$ cat src/rtl/sync_stream_packer_pkg.sv
// rtl/sync_stream_packer_pkg.sv - shared constants and lane helper for the stream packer
package sync_stream_packer_pkg;

   localparam int DEFAULT_DATA_WIDTH = 8;
   localparam int DEFAULT_PACK_RATIO = 4;

   // Bit offset of a lane inside the packed word; lane 0 sits at the LSBs.
   function automatic int lane_base(input int lane, input int width);
      return lane * width;
   endfunction

endpackage

$ cat src/rtl/sync_stream_packer.sv
// rtl/sync_stream_packer.sv - packs PACK_RATIO narrow beats into one wide word with flush and clear
module sync_stream_packer
   import sync_stream_packer_pkg::*;
#(
   parameter int DATA_WIDTH    = DEFAULT_DATA_WIDTH,
   parameter int PACK_RATIO    = DEFAULT_PACK_RATIO,
   parameter int LB_PACK_RATIO = $clog2(PACK_RATIO)
) (
   input  logic                             clk,
   input  logic                             rst,
   input  logic [DATA_WIDTH-1:0]            in_data,
   input  logic                             in_valid,
   output logic                             in_ready,
   input  logic                             flush,
   input  logic                             clear,
   output logic [DATA_WIDTH*PACK_RATIO-1:0] out_data,
   output logic [PACK_RATIO-1:0]            out_keep,
   output logic                             out_valid,
   input  logic                             out_ready,
   output logic [LB_PACK_RATIO:0]           count
);

   localparam int                WORD_W   = DATA_WIDTH * PACK_RATIO;
   localparam int                CNT_W    = LB_PACK_RATIO + 1;
   localparam logic [CNT_W-1:0]  FULL_CNT = CNT_W'(PACK_RATIO);

   logic [WORD_W-1:0]     acc_word;
   logic [CNT_W-1:0]      acc_cnt;
   logic                  flush_pend;

   logic                  accept;
   logic [CNT_W-1:0]      cnt_n;
   logic [WORD_W-1:0]     acc_n;
   logic                  word_full;
   logic                  want_partial;
   logic                  out_free;
   logic                  load;
   logic [WORD_W-1:0]     load_data;
   logic [PACK_RATIO-1:0] load_keep;

   // in_ready depends only on held state, never on out_ready or in_valid.
   assign in_ready = (acc_cnt != FULL_CNT) && !flush_pend;
   assign count    = acc_cnt;

   // Fold this cycle's beat into the accumulator, then decide whether a word leaves it.
   always_comb begin
      accept       = in_valid && in_ready;
      cnt_n        = acc_cnt + (accept ? CNT_W'(1) : CNT_W'(0));
      acc_n        = acc_word;
      load_data    = '0;
      load_keep    = '0;
      for (int k = 0; k < PACK_RATIO; k++) begin
         if (accept && (acc_cnt == CNT_W'(k))) begin
            acc_n[lane_base(k, DATA_WIDTH) +: DATA_WIDTH] = in_data;
         end
      end
      // Flush sees the post-beat count, so a same-cycle beat is included.
      word_full    = (cnt_n == FULL_CNT);
      want_partial = (flush || flush_pend) && (cnt_n != '0) && !word_full;
      out_free     = !out_valid || out_ready;
      load         = out_free && (word_full || want_partial);
      // Only filled lanes are copied; stale lanes from earlier words read as zero.
      for (int k = 0; k < PACK_RATIO; k++) begin
         if (CNT_W'(k) < cnt_n) begin
            load_data[lane_base(k, DATA_WIDTH) +: DATA_WIDTH] =
               acc_n[lane_base(k, DATA_WIDTH) +: DATA_WIDTH];
            load_keep[k] = 1'b1;
         end
      end
   end

   // Accumulator and output register; clear behaves exactly like reset and wins over everything.
   always_ff @(posedge clk) begin
      if (rst || clear) begin
         acc_word   <= '0;
         acc_cnt    <= '0;
         flush_pend <= 1'b0;
         out_data   <= '0;
         out_keep   <= '0;
         out_valid  <= 1'b0;
      end else begin
         acc_word <= acc_n;
         if (load) begin
            out_data   <= load_data;
            out_keep   <= load_keep;
            out_valid  <= 1'b1;
            acc_cnt    <= '0;
            flush_pend <= 1'b0;
         end else begin
            acc_cnt    <= cnt_n;
            flush_pend <= want_partial;
            if (out_valid && out_ready) begin
               out_valid <= 1'b0;
            end
         end
      end
   end

endmodule

$ cat config.mk
export PLATFORM = sky130hd
export DESIGN_NAME = sync_stream_packer
export DESIGN_NICKNAME = d
export VERILOG_FILES = /design/src/rtl/sync_stream_packer_pkg.sv /design/src/rtl/sync_stream_packer.sv
export SDC_FILE = /design/constraint.sdc
export NUM_CORES = 1
export LEC_CHECK = 0
export ABC_CLOCK_PERIOD_IN_PS = 3400
export BUFFER_PORTS_ARGS = -buffer_cell sky130_fd_sc_hd__buf_2
export CAP_MARGIN = 20
export CORE_MARGIN = 2
export CORE_UTILIZATION = 53
export DETAILED_ROUTE_END_ITERATION = 16
export GPL_ROUTABILITY_DRIVEN = 0
export HOLD_SLACK_MARGIN = 0.02
export PLACE_DENSITY_LB_ADDON = 0.25
export SYNTH_ARGS = -nofsm -noshare
export SYNTH_HDL_FRONTEND = slang
export SYNTH_SLANG_ARGS = --single-unit
$ cat constraint.sdc
create_clock -name clk -period 3.4 [get_ports clk]
set_input_delay 0.51 -clock clk [delete_from_list [all_inputs] [get_ports clk]]
set_output_delay 0.51 -clock clk [all_outputs]
set_load 0.02 [all_outputs]
==> impl_metrics.env, run 1 <==
export IMPL_outcome="finished clean"
export IMPL_firstDrtPassIters=4
export IMPL_drive_above_1_share_pct=26.74
export IMPL_drc=0
export IMPL_clk_latency_ps=340
export IMPL_cpPeakStageDelay_ps=570
export IMPL_fin_cells=342
export IMPL_cpLargestDelayFamily="simple AND/OR/NAND/NOR gates"
export IMPL_synthCells=229
export IMPL_post_dp_hpwl_mm=3.415
export IMPL_final_hold_violation_count=0
export IMPL_wl_per_cell_um=14.91
export IMPL_antenna_cells=0
export IMPL_yosys_area_top_type_share_pct=57.31
export IMPL_crit_path_start_kind="register"
export IMPL_critPathBufInv=0
export IMPL_cts_buffers=9
export IMPL_netlist_top_cells_area="dfxtp_1 57%, mux2i_1 13%, o2bb2ai_1 8.2%, nor2_1 5.3%, a21oi_1 2.4%"
export IMPL_ant_nets=0
export IMPL_skew_ps=7.416
export IMPL_p_leak_nw=1.400
export IMPL_ys_ff_latch=73
export IMPL_setup_viol=0
export IMPL_cpMaxStageDelayCell="nor2_1"
export IMPL_cts_resized=0
export IMPL_yosysUniqueCellTypes=32
export IMPL_antenna_found_initial=0
export IMPL_clock_sinks=73
export IMPL_hold_path_startpoint="flush"
export IMPL_dr_first_iter_drc_count=99
export IMPL_holdPathStages=2
export IMPL_rrSetupSlack_ps=540
export IMPL_worst_ir_drop_vdd_uv=316.2
export IMPL_rsz0062_at_grt="false"
export IMPL_cts_clk_slew_worst_paths_ps=70
export IMPL_synth_area_per_cell_um2=11.14
export IMPL_grt_max_degree=47
export IMPL_max_slew_worst_pin_slew_ps=852.6
export IMPL_end_kind="register"
export IMPL_final_util_pct=64.93
export IMPL_pin_count=55
export IMPL_slew_viol_final=0
export IMPL_crit_chain="nor2_1, a21oi_1, and2_1, ha_1, ha_1, or2_1, mux2_4, nor2_1, a311oi_1"
export IMPL_grt_pass1_vias=1651
export IMPL_yosysSeqAreaShare_pct=57.31
export IMPL_crit_required_ps=3590
export IMPL_pre_cts_ws_ps=574.2
export IMPL_cts_max_path_buffers=2
export IMPL_yosysWarningCount=0
export IMPL_grtUsageTotal_pct=20.89
export IMPL_die_w_um=73.36
export IMPL_port_buffers=54
export IMPL_grt_ovfl_total=0
export IMPL_cp_data_arrival_time_ps=3040
export IMPL_place_inst=326
export IMPL_via_count=1853
export IMPL_fmax_ghz=0.3500
export IMPL_critPathKind="reg -> reg"
export IMPL_yosys_area_top_type="dfxtp_1"
export IMPL_nets=299
export IMPL_cts_tree="built"
export IMPL_fin_crit_ps=2857
export IMPL_maxSlewHeadroom_pct=43.16
export IMPL_start_util_pct=54.35
export IMPL_power_density_nw_per_um2=550.5
export IMPL_post_cts_setup_buffers=0
export IMPL_clock_root_buffer="clkbuf_8"
export IMPL_fp_dieH_um=73.36
export IMPL_die_area_um2=5382
export IMPL_holdCritPathClass="in -> reg"
export IMPL_setup_tns_ps=0
export IMPL_syn_cell_area_um2=2550
export IMPL_timing_rr_end="out_keep[2]$_SDFFE_PP0P_"
export IMPL_area_delta_synth_final_pct=19.48
export IMPL_row_count=25
export IMPL_r2r_start="count[0]$_SDFF_PP0_"
export IMPL_worst_path_max_fanout=11
export IMPL_fin_ws_ps=542.8
export IMPL_cts_hold_buf=0
export IMPL_h_tree_depth=3
export IMPL_rr_worst_depth=9
export IMPL_core_area_um2=4692
export IMPL_wl_mm=5.099
export IMPL_holdPathEnd="flush_pend$_SDFF_PP0_"
export IMPL_drv_cap=0
export IMPL_finalCritPeriodShare_pct=84.03
export IMPL_grt_pass1_wl_mm=8.252
export IMPL_drt_vias_per_instance=5.418
export IMPL_syn_nets=245
## metal layers
layer  vias to the layer above  global-route usage (%)  wire length (µm)
li1                        929                       -                 -
met1                       860                   27.93              2419
met2                        56                   31.23              2306
met3                         8                   6.447               292
met4                         0                   9.091                80
met5                         -                       0                 0
## logic make-up (layout without fill, tap and decap cells)
family	count (synthesis)	in the layout	share of synthesized area (%)
XOR/XNOR	1	1	0.6381
multiplexers	34	34	13.54
flip-flops	73	73	57.31
AND/OR/NAND/NOR	57	57	10.40
buffers and inverters	13	72	2.404
AO/OA/AOI/OAI	49	49	14.72
adder cells (fa/ha/maj)	2	2	0.9812
## where the power goes
part / internal, W / switching (W)
Combinational: 0.0000422 / 0.0000755
Sequential: 0.000867 / 0.00000619
Clock: 0.000376 / 0.000310
## worst reg2reg max path, delay by kind of cell, from the launching register on
family | cells | cell delay [ps]
muxes | 1 | 330
AOI/OAI and AO/OA | 2 | 290
and+or+nand+nor | 4 | 1240
adders and majority gates | 2 | 490
DFF | 1 | 370
## cell type report
type	instances	area [µm²]
fill	385	1645
sequential	73	1461
multi-input combinational	143	1027
timing repair buffer	56	285.3
clock buffer	11	151.4
tap	54	67.56
clock inverter	5	53.80
## how the worst max path moves through the flow
stage,from,to,slack [ps],cells after the start
after detailed placement,count[0]$_SDFF_PP0_,out_keep[2]$_SDFFE_PP0P_,570,9
final,count[0]$_SDFF_PP0_,out_keep[2]$_SDFFE_PP0P_,540,9
after global routing,count[0]$_SDFF_PP0_,out_keep[2]$_SDFFE_PP0P_,360,9
after floorplan,count[1]$_SDFF_PP0_,out_keep[3]$_SDFFE_PP0P_,490,10
after CTS,count[0]$_SDFF_PP0_,out_keep[2]$_SDFFE_PP0P_,550,9
after global placement,count[0]$_SDFF_PP0_,out_keep[2]$_SDFFE_PP0P_,670,9
## cell usage in the layout (no fill, tap or decap)
master and instances:
dfxtp_1 73, buf_2 54, nor2_1 36, mux2i_1 33, o2bb2ai_1 24, a21oi_1 12, clkbuf_8 11, a211oi_1 8
and2_1 3, nand2_1 3, nor3_1 3, clkinv_2 3, nand4_1 2, ha_1 2, buf_4 2, nand2b_1 1
xnor2_2 1, or2_1 1, or2_2 1, a21oi_2 1, nor3b_1 1, nand3_1 1, nor2b_1 1, mux2_4 1
or4_4 1, and3b_1 1, or2b_1 1, nand3b_1 1, a311oi_1 1, o21a_1 1, a21bo_1 1, o211a_1 1
clkinv_4 1, bufinv_16 1
## registers in the layout, summed over array words and instances (netlist names)
register,flops
count,3
flush_pend,1
out_keep,4
out_valid,1
acc_word,32
out_data,32
## synth_stat cells (all sizes together)
master and number:
or2b 1, nor3 3, or2 2, xnor2 1
a21oi 13, o2bb2ai 24, a21bo 1, and3b 1
or4 1, mux2i 33, nor2b 1, nand2 3
ha 2, nand4 2, nand3 1, nor2 36
o211a 1, nor3b 1, nand3b 1, buf 6
nand2b 1, a311oi 1, a211oi 8, dfxtp 73
clkbuf 7, and2 3, o21a 1, mux2 1
## through the flow
step                      instance area, µm²   power, W  hold slack (ps)
after CTS                               3047   0.001690            412.4
after floorplan                         2550  0.0009730            455.8
after global routing                    3047   0.001737            426.8
after global placement                  2841   0.001010            432.5
after detailed placement                2841   0.001012            437.3
final                                   3047   0.001677            422.8
Power figures use the tool's default switching activity.
==> run 2: changes to the inputs <==
- ABC_AREA: unset -> 1
- ABC_CLOCK_PERIOD_IN_PS: 3400 -> 2300
- CORE_UTILIZATION: 53 -> 50
- clock period: 3.4 -> 2.3 ns (I/O delays scaled with it)
==> run 2 against run 1 <==
  * Die area rose by 25%
  * Register-to-register slack got worse by 470 ps
  * Cell count rose by 59%
  * Count of clock-buffer cells in the layout rose by 1
  * Via count rose by 47%
  * Critical path depth rose by 6
  * Design area rose by 20%
  * Wire length rose by 40%
  * Area after synthesis rose by 20%
  * Non-clock buffer count rose by 14
  * Sequential share of layout area fell by 7.9 points
  * Global-route usage rose by 0.34 points
  * Critical endpoint is now out_data[11]$_SDFFE_PP0P_
  * Highest routed layer unchanged
==> impl_metrics.env, run 2 <==
export IMPL_rr_worst_depth=15
export IMPL_drc=0
export IMPL_holdPathStages=3
export IMPL_synthSimpleGateAreaFrac_pct=35.89
export IMPL_cpMaxStageDelayCell="dfxtp_4"
export IMPL_synth_area_per_cell_um2=7.674
export IMPL_timing_rr_end="out_data[11]$_SDFFE_PP0P_"
export IMPL_syn_cell_area_um2=3054
export IMPL_rrSetupSlack_ps=70
export IMPL_h_tree_depth=3
export IMPL_antenna_cells=0
export IMPL_cpPeakStageDelay_ps=380
export IMPL_die_w_um=82.16
export IMPL_slew_viol_final=0
export IMPL_worst_ir_drop_vdd_uv=366.1
export IMPL_pin_count=55
export IMPL_final_util_pct=61.86
export IMPL_clk_latency_ps=350
export IMPL_power_total_w=0.002414
export IMPL_final_hold_violation_count=0
export IMPL_drive_above_1_share_pct=26.28
export IMPL_wl_mm=7.155
export IMPL_synthArstFlopShare_pct=0
export IMPL_synthFlopType="dfxtp_1"
export IMPL_drt_vias_per_instance=5.017
export IMPL_holdPathEnd="acc_word[29]$_SDFF_PP0_"
export IMPL_die_area_um2=6749
export IMPL_synth_top_family_by_area="simple AND/OR/NAND/NOR gates"
export IMPL_row_count=28
export IMPL_muxShareOfSynthArea_pct=0
export IMPL_max_slew_worst_pin_slew_ps=673.1
export IMPL_fp_dieH_um=82.16
export IMPL_r2r_start="count[1]$_SDFF_PP0_"
export IMPL_critPathBufInv=3
export IMPL_drv_cap=0
export IMPL_synth_compound_area_share_pct=4.097
export IMPL_fin_crit_ps=2227
export IMPL_crit_required_ps=2580
export IMPL_hold_path_startpoint="in_data[5]"
export IMPL_yosysSeqAreaShare_pct=47.85
export IMPL_cts_max_path_buffers=2
export IMPL_finalHoldWorstSlack_ps=288.5
export IMPL_maxSlewHeadroom_pct=55.12
export IMPL_grt_pass1_vias=2299
export IMPL_clock_sinks=73
export IMPL_grt_pass1_wl_mm=10.78
export IMPL_finalCritPeriodShare_pct=96.85
export IMPL_cts_tree="built"
export IMPL_crit_chain="nor2_2, a21oi_2, nand2_1, inv_1, ha_1, ha_4, inv_2, nand2_1, o21ai_2, nand2_2, nand2_8, buf_8, nor2_4, nand3_1, nand2_1"
export IMPL_setup_tns_ps=0
export IMPL_critPathMostFrequentCell="nand2_1"
export IMPL_clock_root_buffer="clkbuf_8"
export IMPL_synth_edf_count=0
export IMPL_yosys_area_top_type_share_pct=47.85
export IMPL_via_count=2724
export IMPL_firstDrtPassIters=4
export IMPL_dr_first_iter_drc_count=170
export IMPL_place_area_um2=3372
export IMPL_start_util_pct=51.58
export IMPL_syn_nets=414
export IMPL_yosysMostFrequentCell="nand2_1"
export IMPL_core_area_um2=5921
export IMPL_area_delta_synth_final_pct=19.91
export IMPL_port_buffers=54
export IMPL_synthCells=398
export IMPL_cpLargestDelayFamily="simple AND/OR/NAND/NOR gates"
export IMPL_reg_largest_list="acc_word (32), out_data (32), out_keep (4)"
export IMPL_wl_per_cell_um=13.18
export IMPL_power_density_nw_per_um2=659.2
export IMPL_cts_hold_buf=0
export IMPL_antenna_found_initial=0
export IMPL_ys_ff_latch=73
export IMPL_yosys_area_top_type="dfxtp_1"
export IMPL_end_kind="register"
export IMPL_grt_ovfl_total=0
export IMPL_netlist_top_cells_area="dfxtp_1 48%, nand2_1 11%, inv_1 7.0%, nand4_1 7.0%, nor2_1 4.9%"
export IMPL_crit_path_start_kind="register"
export IMPL_outcome="finished clean"
export IMPL_holdCritPathClass="in -> reg"
export IMPL_synth_fa_ha_area_share_pct=0.8193
export IMPL_post_dp_hpwl_mm=4.688
export IMPL_setup_viol=0
export IMPL_layout_commonest_cell="nand2_1"
export IMPL_fmax_ghz=0.4489
export IMPL_cts_clk_slew_worst_paths_ps=80
export IMPL_skew_ps=7.692
export IMPL_worst_path_max_fanout=8
export IMPL_yosysWarningCount=0
export IMPL_yosysUniqueCellTypes=22
export IMPL_critPathKind="reg -> reg"
export IMPL_ys_top_cells_by_count="92 x nand2_1, 73 x dfxtp_1, 57 x inv_1"
export IMPL_cp_data_arrival_time_ps=2510
export IMPL_ant_nets=0
export IMPL_cts_buffers=9
export IMPL_layout_common_cells="91 x nand2_1, 70 x dfxtp_1, 57 x inv_1"
export IMPL_p_leak_nw=1.804
export IMPL_grtUsageTotal_pct=21.23
export IMPL_synth_xor_area_share_pct=0
export IMPL_final_cell_area_um2=3662
export IMPL_nets=479
export IMPL_grt_max_degree=59
## run 2: cell type report
cell class | count | area, µm²
flip-flops and latches | 73 | 1468
well taps | 75 | 93.84
multi-input cells | 248 | 1313
inverters | 61 | 231.5
clock inverters | 4 | 20.02
fillers | 561 | 2258
repair buffers | 70 | 401.6
clock buffers | 12 | 135.1
## run 2: worst max path at each step
stage | slack, ps | end | cells after the start | from
after global routing | -40 | out_data[17]$_SDFFE_PP0P_ | 15 | count[1]$_SDFF_PP0_
after floorplan | 5 | out_data[31]$_SDFFE_PP0P_ | 15 | count[1]$_SDFF_PP0_
after global placement | 140 | out_data[19]$_SDFFE_PP0P_ | 14 | count[1]$_SDFF_PP0_
after detailed placement | 40 | out_data[7]$_SDFFE_PP0P_ | 13 | count[1]$_SDFF_PP0_
final | 70 | out_data[11]$_SDFFE_PP0P_ | 15 | count[1]$_SDFF_PP0_
after CTS | 30 | out_data[17]$_SDFFE_PP0P_ | 13 | count[1]$_SDFF_PP0_
## run 2: cell families after synthesis
group | count (synthesis)
AOI/OAI and AO/OA | 25
adders and majority gates | 2
buffers and inverters | 79
DFF | 73
and+or+nand+nor | 219
## run 2: what timing repair did
item	CTS	global route
pin swaps	0	5
resized for setup	1	13
cloned	0	2
endpoints found under the setup margin	5	39
buffers inserted	0	8
## run 2: stage by stage
| step | setup WS (ps) | cells |
|---|---|---|
| 5_1_grt | -39.89 | 543 |
| 6_report | 72.56 | 543 |
| 3_3_place_gp | 135.8 | 517 |
| 3_5_place_dp | 43.81 | 517 |
| 2_1_floorplan | 4.698 | 398 |
| 4_1_cts | 34.67 | 533 |
## run 2: report_power, final
part / internal [W] / total [W] / switching [W]
logic: 0.0000918 / 0.000276 / 0.000184
clock network: 0.000386 / 0.000841 / 0.000456
registers: 0.00129 / 0.00130 / 0.0000110
total: 0.00176 / 0.00241 / 0.000651
## run 2: tightest hold or removal path: cells and delay by family
kind                   cells  cell delay [ps]
AO/OA/AOI/OAI              1               80
buffers and inverters      1              100
AND/OR/NAND/NOR            1               80
## run 2: routing by layer
metal  GRT usage (%)  vias up  share of wire, %
met5               0        -                 0
met4           9.833        0               2.8
met3           4.891       17               6.2
met2           32.76       84                45
met1           28.26     1218                46
li1                -     1405                 -
